File: config.mk
export PLATFORM = sky130hd
export DESIGN_NAME = binary_maxpool_stage
export DESIGN_NICKNAME = d
export VERILOG_FILES = /design/src/rtl/binary_maxpool_stage_pkg.sv /design/src/rtl/pool_row_combine.sv /design/src/rtl/binary_maxpool_stage.sv
export SDC_FILE = /design/constraint.sdc
export NUM_CORES = 1
export LEC_CHECK = 0
export CORE_AREA = 2 2 109 111
export CTS_BUF_LIST = sky130_fd_sc_hd__clkbuf_16
export DETAILED_ROUTE_END_ITERATION = 6
export DIE_AREA = 0 0 111 113
export PLACE_DENSITY = 0.82
export SYNTH_ARGS = -nofsm -noshare
export SYNTH_HDL_FRONTEND = slang
export SYNTH_SLANG_ARGS = --single-unit
File: constraint.sdc
create_clock -name clk -period 2.9 [get_ports clk]
set_clock_uncertainty 0.1 [all_clocks]
set_input_delay 0.435 -clock clk [delete_from_list [all_inputs] [get_ports clk]]
set_output_delay 0.435 -clock clk [all_outputs]
set_load 0.02 [all_outputs]
File: src/rtl/binary_maxpool_stage_pkg.sv
// Shared definitions for the binary max-pool stage: SRAM widths, end marker, FSM encoding.
// SRAM widths match the convolution engine so both stages share one memory map.
package binary_maxpool_stage_pkg;

  localparam int ADDR_W = 12;
  localparam int DATA_W = 16;
  localparam logic [DATA_W-1:0] END_WORD_DEFAULT = 16'h00FF;

  typedef enum logic [3:0] {
    S_IDLE,
    S_RD_NROWS,
    S_RD_NCOLS,
    S_WR_HDR,
    S_RD_A,
    S_RD_B,
    S_WR_ROW,
    S_SKIP,
    S_WR_END
  } state_t;

  // States that consume one word of read data in the cycle they are active.
  function automatic logic is_read_state(input state_t s);
    return s inside {S_RD_NROWS, S_RD_NCOLS, S_RD_A, S_RD_B, S_SKIP};
  endfunction

endpackage

File: src/rtl/pool_row_combine.sv
// Pools two adjacent +/-1 rows into one word: bit j = OR of the 2x2 window at columns 2j, 2j+1.
// Purely combinational; columns at or above pcols are forced to 0.
module pool_row_combine
  import binary_maxpool_stage_pkg::*;
#(
  parameter int MAX_COLS = 16
) (
  input  logic [DATA_W-1:0] row_a,
  input  logic [DATA_W-1:0] row_b,
  input  logic [DATA_W-1:0] pcols,
  output logic [DATA_W-1:0] pooled
);

  always_comb begin
    pooled = '0;
    for (int j = 0; j < MAX_COLS / 2; j++) begin
      if (DATA_W'(j) < pcols) begin
        pooled[j] = row_a[2*j] | row_a[2*j+1] | row_b[2*j] | row_b[2*j+1];
      end
    end
  end

endmodule

File: src/rtl/binary_maxpool_stage.sv
// 2x2 stride-2 max-pool over +/-1 matrices streamed from SRAM; one pooled word per 3 cycles.
// Started by dut_run in IDLE; busy until the end-marker write. No backpressure: SRAM is fixed 1-cycle.
module binary_maxpool_stage
  import binary_maxpool_stage_pkg::*;
#(
  parameter logic [ADDR_W-1:0] RD_BASE  = 12'h000,
  parameter logic [ADDR_W-1:0] WR_BASE  = 12'h000,
  parameter logic [DATA_W-1:0] END_WORD = END_WORD_DEFAULT,
  parameter int                MAX_COLS = 16
) (
  input  logic              clk,
  input  logic              reset_b,
  input  logic              dut_run,
  output logic              dut_busy,
  output logic [ADDR_W-1:0] pool_sram_read_address,
  input  logic [DATA_W-1:0] sram_pool_read_data,
  output logic [ADDR_W-1:0] pool_sram_write_address,
  output logic [DATA_W-1:0] pool_sram_write_data,
  output logic              pool_sram_write_enable
);

  state_t            state, state_nxt;
  logic [ADDR_W-1:0] rd_ptr, wr_ptr;
  logic              hdr_sel;
  logic              odd_q;
  logic [DATA_W-2:0] pairs_left;
  logic [DATA_W-2:0] pcols_q;
  logic [DATA_W-1:0] skip_left;
  logic [DATA_W-1:0] row_a, row_b;
  logic [DATA_W-1:0] pooled;
  logic              no_pairs;

  assign no_pairs = (pairs_left == '0) || (pcols_q == '0);

  assign pool_sram_read_address  = rd_ptr;
  assign pool_sram_write_address = wr_ptr;

  pool_row_combine #(
    .MAX_COLS(MAX_COLS)
  ) u_combine (
    .row_a (row_a),
    .row_b (row_b),
    .pcols ({1'b0, pcols_q}),
    .pooled(pooled)
  );

  always_ff @(posedge clk or negedge reset_b) begin
    if (!reset_b) begin
      state <= S_IDLE;
    end else begin
      state <= state_nxt;
    end
  end

  always_comb begin
    state_nxt = state;
    unique case (state)
      S_IDLE:     if (dut_run) state_nxt = S_RD_NROWS;
      S_RD_NROWS: state_nxt = (sram_pool_read_data == END_WORD) ? S_WR_END : S_RD_NCOLS;
      S_RD_NCOLS: state_nxt = S_WR_HDR;
      S_WR_HDR: begin
        if (hdr_sel) begin
          if (!no_pairs)              state_nxt = S_RD_A;
          else if (skip_left != '0)   state_nxt = S_SKIP;
          else                        state_nxt = S_RD_NROWS;
        end
      end
      S_RD_A:     state_nxt = S_RD_B;
      S_RD_B:     state_nxt = S_WR_ROW;
      S_WR_ROW: begin
        if (pairs_left == (DATA_W-1)'(1)) state_nxt = odd_q ? S_SKIP : S_RD_NROWS;
        else                              state_nxt = S_RD_A;
      end
      S_SKIP:     if (skip_left == DATA_W'(1)) state_nxt = S_RD_NROWS;
      S_WR_END:   state_nxt = S_IDLE;
      default:    state_nxt = S_IDLE;
    endcase
  end

  always_comb begin
    pool_sram_write_enable = 1'b0;
    pool_sram_write_data   = '0;
    unique case (state)
      S_WR_HDR: begin
        pool_sram_write_enable = 1'b1;
        pool_sram_write_data   = hdr_sel ? {1'b0, pcols_q} : {1'b0, pairs_left};
      end
      S_WR_ROW: begin
        pool_sram_write_enable = 1'b1;
        pool_sram_write_data   = pooled;
      end
      S_WR_END: begin
        pool_sram_write_enable = 1'b1;
        pool_sram_write_data   = END_WORD;
      end
      default: ;
    endcase
  end

  // The read pointer always presents the word the next read state will consume,
  // so it advances on entry to every read state.
  always_ff @(posedge clk or negedge reset_b) begin
    if (!reset_b) begin
      rd_ptr     <= RD_BASE;
      wr_ptr     <= WR_BASE;
      dut_busy   <= 1'b0;
      hdr_sel    <= 1'b0;
      odd_q      <= 1'b0;
      pairs_left <= '0;
      pcols_q    <= '0;
      skip_left  <= '0;
      row_a      <= '0;
      row_b      <= '0;
    end else begin
      if (is_read_state(state_nxt)) rd_ptr <= rd_ptr + ADDR_W'(1);
      else if (state == S_WR_END)   rd_ptr <= RD_BASE;

      if (state == S_WR_END)           wr_ptr <= WR_BASE;
      else if (pool_sram_write_enable) wr_ptr <= wr_ptr + ADDR_W'(1);

      dut_busy <= (state_nxt != S_IDLE);
      hdr_sel  <= (state == S_WR_HDR) && !hdr_sel;

      case (state)
        S_RD_NROWS: begin
          pairs_left <= sram_pool_read_data[DATA_W-1:1];
          odd_q      <= sram_pool_read_data[0];
          skip_left  <= sram_pool_read_data;
        end
        S_RD_NCOLS: pcols_q <= sram_pool_read_data[DATA_W-1:1];
        S_RD_A:     row_a   <= sram_pool_read_data;
        S_RD_B:     row_b   <= sram_pool_read_data;
        S_WR_ROW: begin
          pairs_left <= pairs_left - (DATA_W-1)'(1);
          skip_left  <= DATA_W'(1);
        end
        S_SKIP:     skip_left <= skip_left - DATA_W'(1);
        default: ;
      endcase
    end
  end

endmodule

# Word-level counts from Yosys, hierarchy flattened
# Index checks and enable logic that the tools add are counted.
op_classes:
  eq_ne: 16
  shift: 0
  div_mod_pow: 0
  mux: 26
  n_mul: 0
  n_reduce_logical: 14
  order_cmp: 8
  n_bitwise: 24
  add_sub_neg: 4
ops:
  columns: ["cell", "count"]
  rows:
  - ["3-bit by 15-bit less-than comparator with 1-bit output, first input constant", 4]
  - ["12-bit 2-to-1 mux", 4]
  - ["16-bit case mux with 3 select lines", 1]
  - ["15-bit case mux with 3 select lines", 1]
  - ["4-bit case mux with 8 select lines", 1]
  - ["15-bit logical NOT", 2]
  - ["1-bit by 15-bit less-than comparator with 1-bit output, first input constant", 2]
  - ["2-bit by 15-bit less-than comparator with 1-bit output, first input constant", 2]
  - ["15-bit case mux with 2 select lines", 1]
  - ["4-bit by 3-bit == test with 1-bit output, second input constant", 7]
  - ["12-bit by 1-bit adder with 12-bit output, second input constant", 2]
  - ["1-bit OR", 24]
  - ["16-bit by 1-bit == test with 1-bit output, second input constant", 1]
  - ["16-bit by 8-bit == test with 1-bit output, second input constant", 1]
  - ["4-bit 2-to-1 mux", 4]
  - ["16-bit nonzero test", 1]
  - ["16-bit by 1-bit subtractor with 16-bit output, second input constant", 1]
  - ["15-bit by 1-bit == test with 1-bit output, second input constant", 1]
  - ["15-bit 2-to-1 mux", 1]
  - ["15-bit by 1-bit subtractor with 15-bit output, second input constant", 1]
  - ["4-bit by 2-bit == test with 1-bit output, second input constant", 3]
  - ["3-bit 2-to-1 mux", 4]
  - ["1-bit 2-to-1 mux", 9]
  - ["4-bit by 1-bit == test with 1-bit output, second input constant", 2]
  - ["10 further kinds", 12]
totals:
  ramBits: 0
  out_inout_bits: 42
  mem_count: 0
  inputBits: 19
  latch_bits: 0
  wordCells: 103
  rom_bits: 0
  reg_bits: 109

# Depth between registers and ports, before layout
depth:
  word_depth: 8
  depth_mapped: 9
  mapped_depth_nobuf: 9

# Cells and area by module
# Synthesis repeated with hierarchy kept, for this count alone.
unflattened:
  hier_cells: 606
  hier_area_um2: 5963.2
modules_own_cells:
  columns: ["mod", "seq_area_each_um2", "instances", "cells_each", "area_each_um2"]
  rows:
  - ["binary_maxpool_stage", 2727.6, 1, 568, 5701.7]
  - ["pool_row_combine", 0.0, 1, 38, 261.5]

# Least setup slack after synthesis
# Ideal clock, no wire load.
synth_timing:
  path_type: "flip-flop to flip-flop"
  startpoint: "register pairs_left[6]"
  endpoint: "register dut_busy"
  t_arrival_ns: 2.409
  setup_time_ns: 0.139
  slack_ns: 0.252
  required_time_ns: 2.661
  n_path_buf: 1
  period_less_slack_ns: 2.648
  path_stages_with_launch: 7
  cell_sequence: "dfrtp_1 nor4_1 nand4_1 o21ai_0 o2111ai_1 buf_2 or4_1"
synth_via:
  elab_chain_cells: 6
  elab_cells_between_ends: 8
  classes_between: "eq/ne: 1; mux: 4; reduce/logical: 3"
synth_rtl:
  columns: ["element", "line_no", "source"]
  rows:
  - ["start, declared", "binary_maxpool_stage.sv:26", "logic [DATA_W-2:0] pairs_left;"]
  - ["start signal, assigned", "binary_maxpool_stage.sv:126", "pairs_left <= sram_pool_read_data[DATA_W-1:1];"]
  - ["start signal, assigned", "binary_maxpool_stage.sv:134", "pairs_left <= pairs_left - (DATA_W-1)'(1);"]
  - ["15-bit logical NOT", "binary_maxpool_stage.sv:33", "assign no_pairs = (pairs_left == '0) || (pcols_q == '0);"]
  - ["1-bit logical OR", "binary_maxpool_stage.sv:33", null]
  - ["3-bit 2-to-1 mux", "binary_maxpool_stage.sv:63", "if (!no_pairs) state_nxt = S_RD_A;"]
  - ["4-bit 2-to-1 mux", "binary_maxpool_stage.sv:62", "if (hdr_sel) begin"]
  - ["4-bit case mux with 8 select lines (*)", "binary_maxpool_stage.sv:57", "unique case (state)"]
  - ["via state_nxt[2]", "binary_maxpool_stage.sv:22", "state_t state, state_nxt;"]
  - ["4-bit nonzero test (*)", "binary_maxpool_stage.sv:121", "dut_busy <= (state_nxt != S_IDLE);"]
  - ["end signal, assigned", "binary_maxpool_stage.sv:121", null]
  - ["end, declared", "binary_maxpool_stage.sv:14", "output logic dut_busy,"]
# Mark *: on every way through the listed nets, which the timed path passes. The rest lies on a longest branch.
# A chain may end at the register's enable or synchronous reset.

# Worst setup path after layout
layout_timing:
  startpoint: "register skip_left[15]"
  endpoint: "register rd_ptr[6] (netlist: pool_sram_read_address[6])"
layout_via:
  elab_chain_cells: 8
  elab_cells_between_ends: 15
  classes_between: "eq/ne: 6; mux: 6; reduce/logical: 3"
layout_rtl:
  columns: ["element", "line_no", "source"]
  rows:
  - ["start, declared", "binary_maxpool_stage.sv:28", "logic [DATA_W-1:0] skip_left;"]
  - ["start signal, assigned", "binary_maxpool_stage.sv:128", "skip_left <= sram_pool_read_data;"]
  - ["start signal, assigned", "binary_maxpool_stage.sv:137", "S_SKIP: skip_left <= skip_left - DATA_W'(1);"]
  - ["16-bit nonzero test", "binary_maxpool_stage.sv:64", "else if (skip_left != '0) state_nxt = S_SKIP;"]
  - ["3-bit 2-to-1 mux", "binary_maxpool_stage.sv:64", null]
  - ["3-bit 2-to-1 mux", "binary_maxpool_stage.sv:63", null]
  - ["4-bit 2-to-1 mux", "binary_maxpool_stage.sv:62", null]
  - ["4-bit case mux with 8 select lines (*)", "binary_maxpool_stage.sv:57", null]
  - ["4-bit by 1-bit == test with 1-bit output (tied with other cells)", "binary_maxpool_stage_pkg.sv:23", "return s inside {S_RD_NROWS, S_RD_NCOLS, S_RD_A, S_RD_B, S_SKIP};"]
  - ["5-bit nonzero test (*)", "binary_maxpool_stage_pkg.sv:23", null]
  - ["12-bit 2-to-1 mux / 2-bit nonzero test (equally long branches)", null, null]
  - ["end signal, assigned", "binary_maxpool_stage.sv:115", "if (is_read_state(state_nxt)) rd_ptr <= rd_ptr + ADDR_W'(1);"]
  - ["end, declared", "binary_maxpool_stage.sv:23", "logic [ADDR_W-1:0] rd_ptr, wr_ptr;"]
# Mark *: on every way between the ends. The rest lies on a longest branch, timed or not.

==> key figures <==
Global route
  – Grt ovf: 0
  – Vias in the first global route: 5057
  – Largest net degree at the start of global routing: 43
  – First-pass GRT wire length: 25940 um
  – Initial antenna violation count: 0
  – GRT Resource Usage Total: 0.2588

Setup path
  – Worst path slowest cell: or4_4
  – Crit path kind: reg -> reg
  – CP required: 3.03 ns
  – Critical Path Source Type: register
  – Critical Path AT: 3.03 ns
  – Max incr delay on CP: 0.55 ns
  – Crit-path max FO: 6
  – Crit end category: register
  – Worst path cell trace: or4_4, nor4_4, a41oi_2, a2111oi_4, buf_6, a22oi_2, o211ai_1, buf_4, o21ai_1

Timing
  – RSZ-0062 raised after global routing: true
  – Fraction of the cycle the final worst path needs: 1.000
  – Fmax: 0.3447 GHz
  – Hold Vio Cnt, Final: 0
  – Slew @ Worst Pin: 0.6338 ns
  – Rel. slew slack: 0.5736
  – Final setup viols: 1
  – Setup ws final: -0.0009281 ns
  – Period minus WS final: 2.901 ns
  – Final Max Tran Viols: 0

Synth
  – Post-synthesis sequential area ratio: 0.4698
  – Post-synth top area cell: dfrtp_1
  – Post-synthesis cell count: 571
  – EDFF count, synth: 0
  – Most used DFF post-synth: dfrtp_1
  – Ys async rst share: 1.000
  – Distinct cells, synth: 63
  – Syn_nets: 598
  – Synth top area share: 0.4698
  – Synthesized area: 0.005806 mm2
  – Synth top area cells: dfrtp_1 (47%), mux2_2 (9.1%), mux2i_1 (3.4%), nand2_1 (3.4%), nor2_1 (2.8%)
  – Syn. warnings: 0
  – Syn avg cell area: 10.17 um2
  – Post-synth top cells: dfrtp_1 (109), nand2_1 (53), mux2_2 (47)
  – Register bit total from synthesis: 109
  – Most frequent cell after synthesis: dfrtp_1

CTS
  – CTS Buf Count: 9
  – Reg clk slew, reported paths: 0.08 ns
  – CTS tree: done
  – CTS H-Tree Depth: 3
  – Clock Sinks: 109
  – Clock Latency Late Sink: 0.36 ns
  – Root buf cell: clkbuf_16
  – Buffer levels on the longest clock path: 2

Routing
  – Post-DRT Antenna Nets: 0
  – DRT Pass-1 Iters: 5
  – Number of vias per cell: 6.264
  – Vias: 5187
  – Final wirelength: 16160 um
  – DRT iter0 DRCs: 482
  – WL/cell: 19.52 um
  – DRC viols: 0

Finish
  – Antenna fix cells: 0
  – Final core occ: 0.6582
  – FF/Latch Area: 0.002731 mm2
  – NumNets Final: 707
  – Layout cells sized above 1: 0.2321
  – Area occupied by multi-input gates: 0.003033 mm2
  – Area grow syn2layout: 27.80%
  – Fillers: 816

Floorplan
  – Initial Utilization: 0.5150
  – Die X: 111 um
  – Site Rows: 39
  – Die extent in y: 113 um
  – DIE AREA: 0.01254 mm2
  – Top Ports: 61
  – Core area: 0.01127 mm2

Run
  – Max-Cap Viols: 0

Placement
  – RD Place Congestion: 0.9249
  – I/O Buffers: 59
  – DP Wirelength: 11650 um

Power and ir drop
  – P_leak: 3.131 nW
  – Total chip power: 0.008740 W
  – Max IR drop VDD: 0.6326 mV
  – P per Cell Area: 1178 mW/mm2

Outcome
  – Failing checks: setup timing
  – Status: finished, violations left

Worst hold path
  – Worst min path class: reg -> reg
## flip-flops by register name (all words and copies together), names as in the netlist
signal	count
pcols_q	15
row_b	16
odd_q	1
state	4
pool_sram_write_address	12
pairs_left	15
dut_busy	1
skip_left	16
row_a	16
pool_sram_read_address	12
hdr_sel	1
## power by group
| part | switching (W) | internal, W |
|---|---|---|
| sequential | 0.000687 | 0.00219 |
| clock | 0.000624 | 0.000692 |
| combinational | 0.00237 | 0.00218 |
## kinds of logic after synthesis
logic type / share of synthesized area
and+or+nand+nor: 0.1918
muxes: 0.1256
other: 0.0006459
xor gates and xnor gates: 0.02091
AOI/OAI and AO/OA: 0.1450
DFF: 0.4698
adders and majority gates: 0.01724
buffers and inverters: 0.02888
## critical path: cells and delay by family (launching register included)
kind | cells | cell delay [ns]
buffers and inverters | 2 | 0.42
DFF | 1 | 0.40
and+or+nand+nor | 2 | 0.92
AOI/OAI and AO/OA | 5 | 0.93
## cell usage in the layout (no fill, tap or decap), types with 3 or more instances in the layout
cell type / Yosys / layout
dfrtp_1: 109 / 106
buf_4: 1 / 61
nand2_1: 53 / 53
clkdlybuf4s50_1: 0 / 50
mux2_2: 47 / 47
nor2_1: 43 / 43
o21ai_0: 32 / 24
nand3_1: 23 / 23
mux2i_1: 20 / 20
inv_1: 18 / 18
a21oi_1: 17 / 17
o211ai_1: 14 / 14
nor4_1: 14 / 13
nor3_1: 12 / 10
xor2_1: 10 / 10
nand4_1: 9 / 9
or4_1: 9 / 9
clkbuf_16: 0 / 9
nand2b_1: 8 / 8
and3_1: 8 / 8
or3_1: 8 / 8
ha_1: 8 / 8
o221ai_1: 12 / 7
a31oi_1: 5 / 5
o221ai_2: 0 / 5
o21ai_2: 0 / 5
o311ai_0: 5 / 5
nor2b_1: 4 / 4
a211o_1: 4 / 4
and2_1: 4 / 4
dlygate4sd2_1: 0 / 4
o21ai_1: 0 / 3
o41ai_1: 3 / 3
a311oi_1: 3 / 3
a221o_1: 3 / 3
inv_6: 0 / 3
dlymetal6s2s_1: 0 / 3
dfrtp_2: 0 / 3
## repair_timing
action | 4_1_cts | 5_1_grt
hold endpoints to repair | 39 | 0
endpoints found under the setup margin | 21 | 18
gates resized for setup | 9 | 29
hold buffers | 1 | 0
pin swaps | 3 | 9
buffers inserted | 3 | 7
## layout make-up
| type | count | share of cell area |
|---|---|---|
| Clock inverter | 7 | 0.01164 |
| Inverter | 18 | 0.009106 |
| Clock buffer | 9 | 0.03035 |
| Sequential cell | 109 | 0.3681 |
| Multi-Input combinational cell | 419 | 0.4088 |
| Tap cell | 143 | 0.02411 |
| Timing Repair Buffer | 123 | 0.1479 |
## stage by stage
stage               area (um2)    TNS (ns)  setup WS, ns  instances  hold WS, ns
global placement          6920      -3.431       -0.3102        801       0.3537
CTS                       7271           0     0.0001414        821       0.4053
finish                    7420  -0.0009281    -0.0009281        828       0.4061
global route              7420     -0.8820       -0.1297        828       0.4254
detailed placement        6920      -4.168       -0.3677        801       0.3603
floorplan                 5806           0        0.2525        571      0.03941
## layer usage
metal / track usage / share of wire / up-vias
li1: - / - / 2355
met1: 0.3572 / 0.42 / 2548
met2: 0.4119 / 0.49 / 247
met3: 0.04392 / 0.069 / 37
met4: 0.1042 / 0.026 / 0
met5: 0 / 0 / -
## final timing paths
check	start	slack [ns]	cells past startpoint	end
setup / recovery	skip_left[15]	-0.0009	9	pool_sram_read_address[6]
hold / removal	row_b[3]	0.41	1	row_b[3]
setup reg to reg	skip_left[15]	-0.0009	9	pool_sram_read_address[6]
hold reg to reg	row_b[3]	0.41	1	row_b[3]
max in group asynchronous	reset_b	1.48	3	row_b[5]
min in group asynchronous	reset_b	0.53	2	pool_sram_read_address[2]
Note: power is estimated with default switching activity, not from simulation.
